### src/rtl/sprite_line_engine.sv
// Per-scanline sprite evaluator: scans the sprite table during hblank into line slots, then picks the winning sprite per pixel.
// Latency: a scan takes NUM_SPRITES+1 cycles from line_start; pixel outputs are registered with 1 cycle of latency.
// Backpressure: none; line_start restarts the scan at any time, and the table must be held stable while a scan runs.
module sprite_line_engine #(
    parameter int NUM_SPRITES = 8,
    parameter int SLOTS       = 4,
    parameter int XW          = 12,
    parameter int YW          = 11,
    parameter int ATTR_W      = 8,
    parameter int SPR_W       = 64,
    parameter int SPR_H       = 64
) (
    input  logic                                      clock,
    input  logic                                      reset,
    input  logic [NUM_SPRITES*(1+XW+YW+ATTR_W)-1:0]   sprite_table,
    input  logic                                      line_start,
    input  logic [YW-1:0]                             next_y,
    input  logic [XW-1:0]                             display_x,
    input  logic                                      active,
    output logic                                      hit,
    output logic [ATTR_W-1:0]                         hit_attr,
    output logic [$clog2(SPR_W)-1:0]                  rel_x,
    output logic [$clog2(SPR_H)-1:0]                  rel_y,
    output logic                                      overflow,
    output logic                                      eval_busy
);
    localparam int ENTRY_W = 1 + XW + YW + ATTR_W;
    localparam int RXW     = $clog2(SPR_W);
    localparam int RYW     = $clog2(SPR_H);
    localparam int IDXW    = (NUM_SPRITES > 1) ? $clog2(NUM_SPRITES) : 1;
    localparam int FW      = $clog2(SLOTS + 1);

    typedef enum logic [1:0] {IDLE, SCAN, SWAP} state_t;

    state_t              r_state;
    state_t              w_next;
    logic [IDXW-1:0]     r_idx;
    logic [FW-1:0]       r_fill;
    logic [YW-1:0]       r_ly;
    logic                r_povf;
    logic                r_ovf;

    // Evaluation bank (filled during the scan) and display bank (read by the pixel stage).
    logic                r_ev_vld  [SLOTS];
    logic [XW-1:0]       r_ev_x    [SLOTS];
    logic [ATTR_W-1:0]   r_ev_attr [SLOTS];
    logic [RYW-1:0]      r_ev_row  [SLOTS];
    logic                r_dp_vld  [SLOTS];
    logic [XW-1:0]       r_dp_x    [SLOTS];
    logic [ATTR_W-1:0]   r_dp_attr [SLOTS];
    logic [RYW-1:0]      r_dp_row  [SLOTS];

    logic [ENTRY_W-1:0]  w_entry;
    logic                w_en;
    logic [XW-1:0]       w_ex;
    logic [YW-1:0]       w_ey;
    logic [ATTR_W-1:0]   w_ea;
    logic [YW:0]         w_dy;
    logic                w_match;
    logic                w_last;

    logic                w_hit;
    logic [ATTR_W-1:0]   w_attr;
    logic [RXW-1:0]      w_rx;
    logic [RYW-1:0]      w_ry;
    logic [XW:0]         w_dx;

    // Select the table entry addressed by the scan index.
    always_comb begin
        w_entry = '0;
        for (int i = 0; i < NUM_SPRITES; i++) begin
            if (r_idx == IDXW'(i)) begin
                w_entry = sprite_table[i*ENTRY_W +: ENTRY_W];
            end
        end
    end

    assign w_en    = w_entry[ENTRY_W-1];
    assign w_ex    = w_entry[ENTRY_W-2 -: XW];
    assign w_ey    = w_entry[YW+ATTR_W-1 -: YW];
    assign w_ea    = w_entry[ATTR_W-1:0];
    // One extra bit keeps a sprite below the line from wrapping into a false match.
    assign w_dy    = {1'b0, r_ly} - {1'b0, w_ey};
    assign w_match = w_en && !w_dy[YW] && (w_dy < (YW+1)'(SPR_H));
    assign w_last  = (r_idx == IDXW'(NUM_SPRITES - 1));

    // FSM state register.
    always_ff @(posedge clock or posedge reset) begin
        if (reset) begin
            r_state <= IDLE;
        end else begin
            r_state <= w_next;
        end
    end

    // Next-state logic; line_start restarts the scan from any state.
    always_comb begin
        w_next = r_state;
        case (r_state)
            IDLE:    w_next = IDLE;
            SCAN:    if (w_last) w_next = SWAP;
            SWAP:    w_next = IDLE;
            default: w_next = IDLE;
        endcase
        if (line_start) begin
            w_next = SCAN;
        end
    end

    assign eval_busy = (r_state == SCAN);
    assign overflow  = r_ovf;

    // Scan datapath: slot loading, overflow tracking and the bank swap.
    always_ff @(posedge clock or posedge reset) begin
        if (reset) begin
            r_idx  <= '0;
            r_fill <= '0;
            r_ly   <= '0;
            r_povf <= 1'b0;
            r_ovf  <= 1'b0;
            for (int s = 0; s < SLOTS; s++) begin
                r_ev_vld[s]  <= 1'b0;
                r_ev_x[s]    <= '0;
                r_ev_attr[s] <= '0;
                r_ev_row[s]  <= '0;
                r_dp_vld[s]  <= 1'b0;
                r_dp_x[s]    <= '0;
                r_dp_attr[s] <= '0;
                r_dp_row[s]  <= '0;
            end
        end else begin
            // The copy reads the old evaluation bank, so it survives a same-cycle line_start.
            if (r_state == SWAP) begin
                r_ovf <= r_povf;
                for (int s = 0; s < SLOTS; s++) begin
                    r_dp_vld[s]  <= r_ev_vld[s];
                    r_dp_x[s]    <= r_ev_x[s];
                    r_dp_attr[s] <= r_ev_attr[s];
                    r_dp_row[s]  <= r_ev_row[s];
                end
            end
            if (line_start) begin
                r_ly   <= next_y;
                r_idx  <= '0;
                r_fill <= '0;
                r_povf <= 1'b0;
                for (int s = 0; s < SLOTS; s++) begin
                    r_ev_vld[s] <= 1'b0;
                end
            end else if (r_state == SCAN) begin
                if (w_match) begin
                    if (r_fill < FW'(SLOTS)) begin
                        for (int s = 0; s < SLOTS; s++) begin
                            if (r_fill == FW'(s)) begin
                                r_ev_vld[s]  <= 1'b1;
                                r_ev_x[s]    <= w_ex;
                                r_ev_attr[s] <= w_ea;
                                r_ev_row[s]  <= w_dy[RYW-1:0];
                            end
                        end
                        r_fill <= r_fill + 1'b1;
                    end else begin
                        r_povf <= 1'b1;
                    end
                end
                if (!w_last) begin
                    r_idx <= r_idx + 1'b1;
                end
            end
        end
    end

    // Pixel selection: walk slots from highest to lowest so the lowest hitting slot wins.
    always_comb begin
        w_hit  = 1'b0;
        w_attr = '0;
        w_rx   = '0;
        w_ry   = '0;
        w_dx   = '0;
        if (active) begin
            for (int s = SLOTS - 1; s >= 0; s--) begin
                w_dx = {1'b0, display_x} - {1'b0, r_dp_x[s]};
                if (r_dp_vld[s] && !w_dx[XW] && (w_dx < (XW+1)'(SPR_W))) begin
                    w_hit  = 1'b1;
                    w_attr = r_dp_attr[s];
                    w_rx   = r_dp_attr[s][ATTR_W-1] ? (RXW'(SPR_W - 1) - w_dx[RXW-1:0])
                                                    : w_dx[RXW-1:0];
                    w_ry   = r_dp_row[s];
                end
            end
        end
    end

    // Pixel output register.
    always_ff @(posedge clock or posedge reset) begin
        if (reset) begin
            hit      <= 1'b0;
            hit_attr <= '0;
            rel_x    <= '0;
            rel_y    <= '0;
        end else begin
            hit      <= w_hit;
            hit_attr <= w_attr;
            rel_x    <= w_rx;
            rel_y    <= w_ry;
        end
    end
endmodule

### config.mk
export PLATFORM = sky130hd
export DESIGN_NAME = sprite_line_engine
export DESIGN_NICKNAME = d
export VERILOG_FILES = /design/src/rtl/sprite_line_engine.sv
export SDC_FILE = /design/constraint.sdc
export NUM_CORES = 1
export LEC_CHECK = 0
export CORE_ASPECT_RATIO = 0.6
export CORE_MARGIN = 5
export CORE_UTILIZATION = 28
export DETAILED_ROUTE_END_ITERATION = 6
export PLACE_DENSITY = 0.51
export SYNTH_ARGS = -nofsm -noshare
export SYNTH_HDL_FRONTEND = slang
export SYNTH_SLANG_ARGS = --single-unit
### constraint.sdc
create_clock -name clock -period 11.8 [get_ports clock]
set_input_delay 3.54 -clock clock [delete_from_list [all_inputs] [get_ports clock]]
set_output_delay 3.54 -clock clock [all_outputs]
set_load 0.01 [all_outputs]
==> results by group <==
Worst setup path
  • Critical path depth in cells: 21
  • Worst r2r src: r_idx[1]
  • Reg2reg path depth: 24
  • Startpoint types: input pin
  • R2r setup slk: between 5 and 6 ns
  • WP buf/inv: 3
  • Cell mode on critical path: a21oi_1
  • FF-to-FF End: r_ev_row[1]
  • Worst path required time: 12.24 ns
  • Worst-path fanout max: 52
  • Critical path type: in2reg
  • Crit-path slowest cell: mux2i_1
  • Crit path from: sprite_table[8]
  • Critical Path Max Stage Delay: 0.75 ns
  • CP delay by family, top: compound AO/OA/AOI/OAI gates
  • Critical Path AT: 8.52 ns
  • Worst setup EP type: flop
  • Critical-path cell list: clkdlybuf4s50_1 -> a22oi_1 -> a211oi_1 -> a21oi_1 -> a211oi_1 -> a21oi_1 -> nand2_1 -> o21ai_0 -> o21ai_0 -> ha_1 -> inv_1 -> fa_1 -> a21o_1 -> a21oi_1 -> o21bai_1 -> a21oi_1 -> a21oi_1 -> mux2i_1 -> o2111ai_4 -> buf_4 -> mux2_2
  • CP endpoint: r_ev_row[1]

Global routing
  • Total grt overflow: 0
  • Initial antenna violation count: 9
  • Vias in the first global route: 13,030
  • GRT Util Overall: 0.1750
  • Largest net degree at the start of global routing: 148
  • First-pass GRT wire length: 79.70 mm

Synth
  • Syn avg cell area: 9.402 µm²
  • Mapped Area: around 15,000 µm²
  • Fraction of registers with async set or reset after synthesis: 1.000
  • Post-synth EDFFs: 0
  • Flip-flop and latch count after synthesis: 258
  • Top_reg_cell synth: dfrtp_1
  • Post-synthesis sequential area ratio: 0.4278
  • Synthesis Warnings: 0
  • Syn Inst Count: between 1,500 and 2,000
  • Syn nets: a little under 2,000
  • Unique masters post-synth: 67

Routing
  • Via count: 12,830
  • Pre-antenna DRT Iters: 5
  • DR WL/cell: 20.46 µm
  • DRC violations left: 0
  • Starting DRT DRC Count: roughly 830
  • Routed Antenna Nets: 0
  • Via density: 4.962
  • Routed Wire Length: approximately 53 mm

Run status
  • Status: complete, no violations

Timing
  • Hold WS: 0.4737 ns
  • Final Hold Vio Count: 0
  • Peak Freq: 123.7 MHz
  • Worst-Margin Slew: 1.172 ns
  • Min Clock Period, post-route: ~8.1 ns
  • Worst clock skew: 0.01445 ns
  • Max-slew headroom: 0.2189
  • Final period util: 0.6853
  • Setup TNS: 0 ns
  • Final setup viols: 0
  • Unrepaired setup endpoints after global routing: false
  • Final Slew Violations: 0

Cells and area
  • Finished Cell Area: 19,840 µm²
  • Most frequent cells in the layout: 305 x clkdlybuf4s50_1, 258 x dfrtp_1, 137 x nand2_1
  • Multi-input logic area: 7888 µm²
  • Layout cells sized above 1: 0.1256
  • Commonest non-fill, non-tap cell in the layout: clkdlybuf4s50_1
  • Synth-to-Final Area Change: 31.44%
  • Seq. cell area: about 6500 µm²
  • Final Core Density: 0.3746
  • Fill cells: 5,342
  • Nets@finish: 2,215

Power and ir drop
  • Peak supply drop: 0.08416 mV
  • Leakage power: 8.380 nW
  • Power Density: 133.1 nW/µm²
  • Design Power: 0.002641 W

Clock network
  • Clock-pin slew on the worst setup and hold paths: 0.06 ns
  • Hold_buf cts: 0
  • Clock Latency Late Sink: 0.55 ns
  • CTS tree: done
  • Post-CTS Setup Inserts: 0
  • CTS H-tree depth: 1
  • Root Driver: clkbuf_16
  • Total CTS buffers: 28
  • Max clock buf depth: 3
  • Sink Count: 258
  • Post-CTS sizing: 0

Min path
  • Worst hold path stage count: 2
  • Worst min path class: reg2reg

Placed design
  • GPL Wtd Cong: 0.9645
  • Post-DP Area: 18,850 µm²
  • Final HPWL DP: ~40 mm
  • Number of port buffers: 305

Die
  • Core box area: 52,940 µm²
  • Row count: 65
  • Die X: 309.7 µm
  • Initial core utilization: 0.2850
  • Die area: 58,790 µm²
  • Die Ht: 189.8 µm
  • Io pins: 306

Run
  • Maximum Capacitance Violations: 0
[per-stage QoR]
step | cells | setup slack (ns)
floorplan | 1605 | 1.162
global placement | 2530 | 3.145
detailed placement | 2530 | 3.111
CTS | 2582 | 3.710
global route | 2584 | 3.227
finish | 2586 | 3.714
[cells in the mapped netlist (3+ instances only)]
cell / number / area [µm²]
a221o_1: 20 / 200.2
nand2b_1: 13 / 81.33
a22oi_1: 41 / 307.8
and2_1: 4 / 25.02
a22oi_2: 10 / 125.1
nand2_1: 138 / 518.0
o21a_1: 9 / 67.56
mux2_2: 121 / 1363
nor3_1: 29 / 145.1
o21ai_2: 10 / 87.58
inv_1: 115 / 431.7
and3_1: 4 / 25.02
ha_1: 70 / 875.8
a31oi_1: 30 / 187.7
xor2_1: 14 / 122.6
buf_2: 11 / 55.05
o31a_1: 4 / 35.03
nor3b_1: 5 / 37.54
nor2_1: 124 / 465.5
a21oi_1: 112 / 560.5
o2111ai_1: 7 / 61.31
buf_1: 9 / 33.78
nor2b_1: 10 / 62.56
a211oi_1: 77 / 578.1
xnor2_1: 36 / 315.3
a21o_1: 7 / 52.55
nand3b_1: 4 / 30.03
nand4_1: 6 / 37.54
clkbuf_1: 76 / 285.3
o21bai_1: 3 / 22.52
o211ai_1: 4 / 30.03
a21oi_2: 3 / 26.28
or3_1: 4 / 25.02
o21ai_1: 77 / 385.4
nand3_1: 9 / 45.04
o21ai_0: 82 / 410.4
mux2i_1: 7 / 70.07
dfrtp_1: 258 / 6456
fa_1: 5 / 100.1
[worst min-delay path, stage by stage (launching register included)]
cell and delay (ns):
dfrtp_1 0.34, nand2_1 0.04, o21ai_0 0.05
[registers in the layout (all words and copies together) (netlist names), 4 cells and up]
signal	count
hit_attr	8
r_ev_x	48
r_dp_attr	32
r_ev_attr	32
r_dp_vld	4
r_dp_x	48
r_dp_row	24
rel_y	6
r_ev_row	24
r_ev_vld	4
r_ly	11
rel_x	6
[power breakdown]
part | switching (W) | leakage (nW) | internal [W]
combinational | 0.000463 | 4.33 | 0.000313
sequential | 0.0000262 | 3.57 | 0.000927
clock | 0.000364 | 0.484 | 0.000547
[layout make-up]
cell class                      instances  area share
Multi-Input combinational cell       1131      0.3977
Sequential cell                       258      0.3255
Timing Repair Buffer                  323      0.1607
Tap cell                              703     0.04434
Clock buffer                           38     0.04075
Inverter                              115     0.02214
Clock inverter                         14    0.008390
Antenna cell                            4   0.0005046
[logic make-up (layout without fill, tap and decap cells)]
kind of cell               Yosys count  in the layout  share of synthesized area
buffers and inverters              216            490                    0.05688
other                                0              4                          0
xor gates and xnor gates            50             50                    0.02902
AOI/OAI and AO/OA                  517            517                     0.2209
DFF                                258            258                     0.4278
muxes                              128            128                    0.09493
adders and majority gates           75             75                    0.06467
and+or+nand+nor                    361            361                     0.1058
[metal layers]
metal	track usage	routed length, µm	vias to the layer above
met1	0.2503	25260	6184
li1	-	-	6252
met5	0	47	-
met2	0.2756	23550	326
met4	0.02697	903	8
met3	0.04228	3155	62
[worst min-delay path by stage]
stage / startpoint / end / slack, ns
floorplan: r_dp_vld[3] / r_dp_vld[3] / 0.44
global placement: r_ev_row[5] / r_ev_row[5] / 0.46
detailed placement: r_ev_row[11] / r_ev_row[11] / 0.47
CTS: r_ev_row[11] / r_ev_row[11] / 0.48
global route: r_ev_attr[13] / r_ev_attr[13] / 0.50
finish: r_ev_x[42] / r_ev_x[42] / 0.47
No activity file was read; power rests on OpenSTA's default activity.
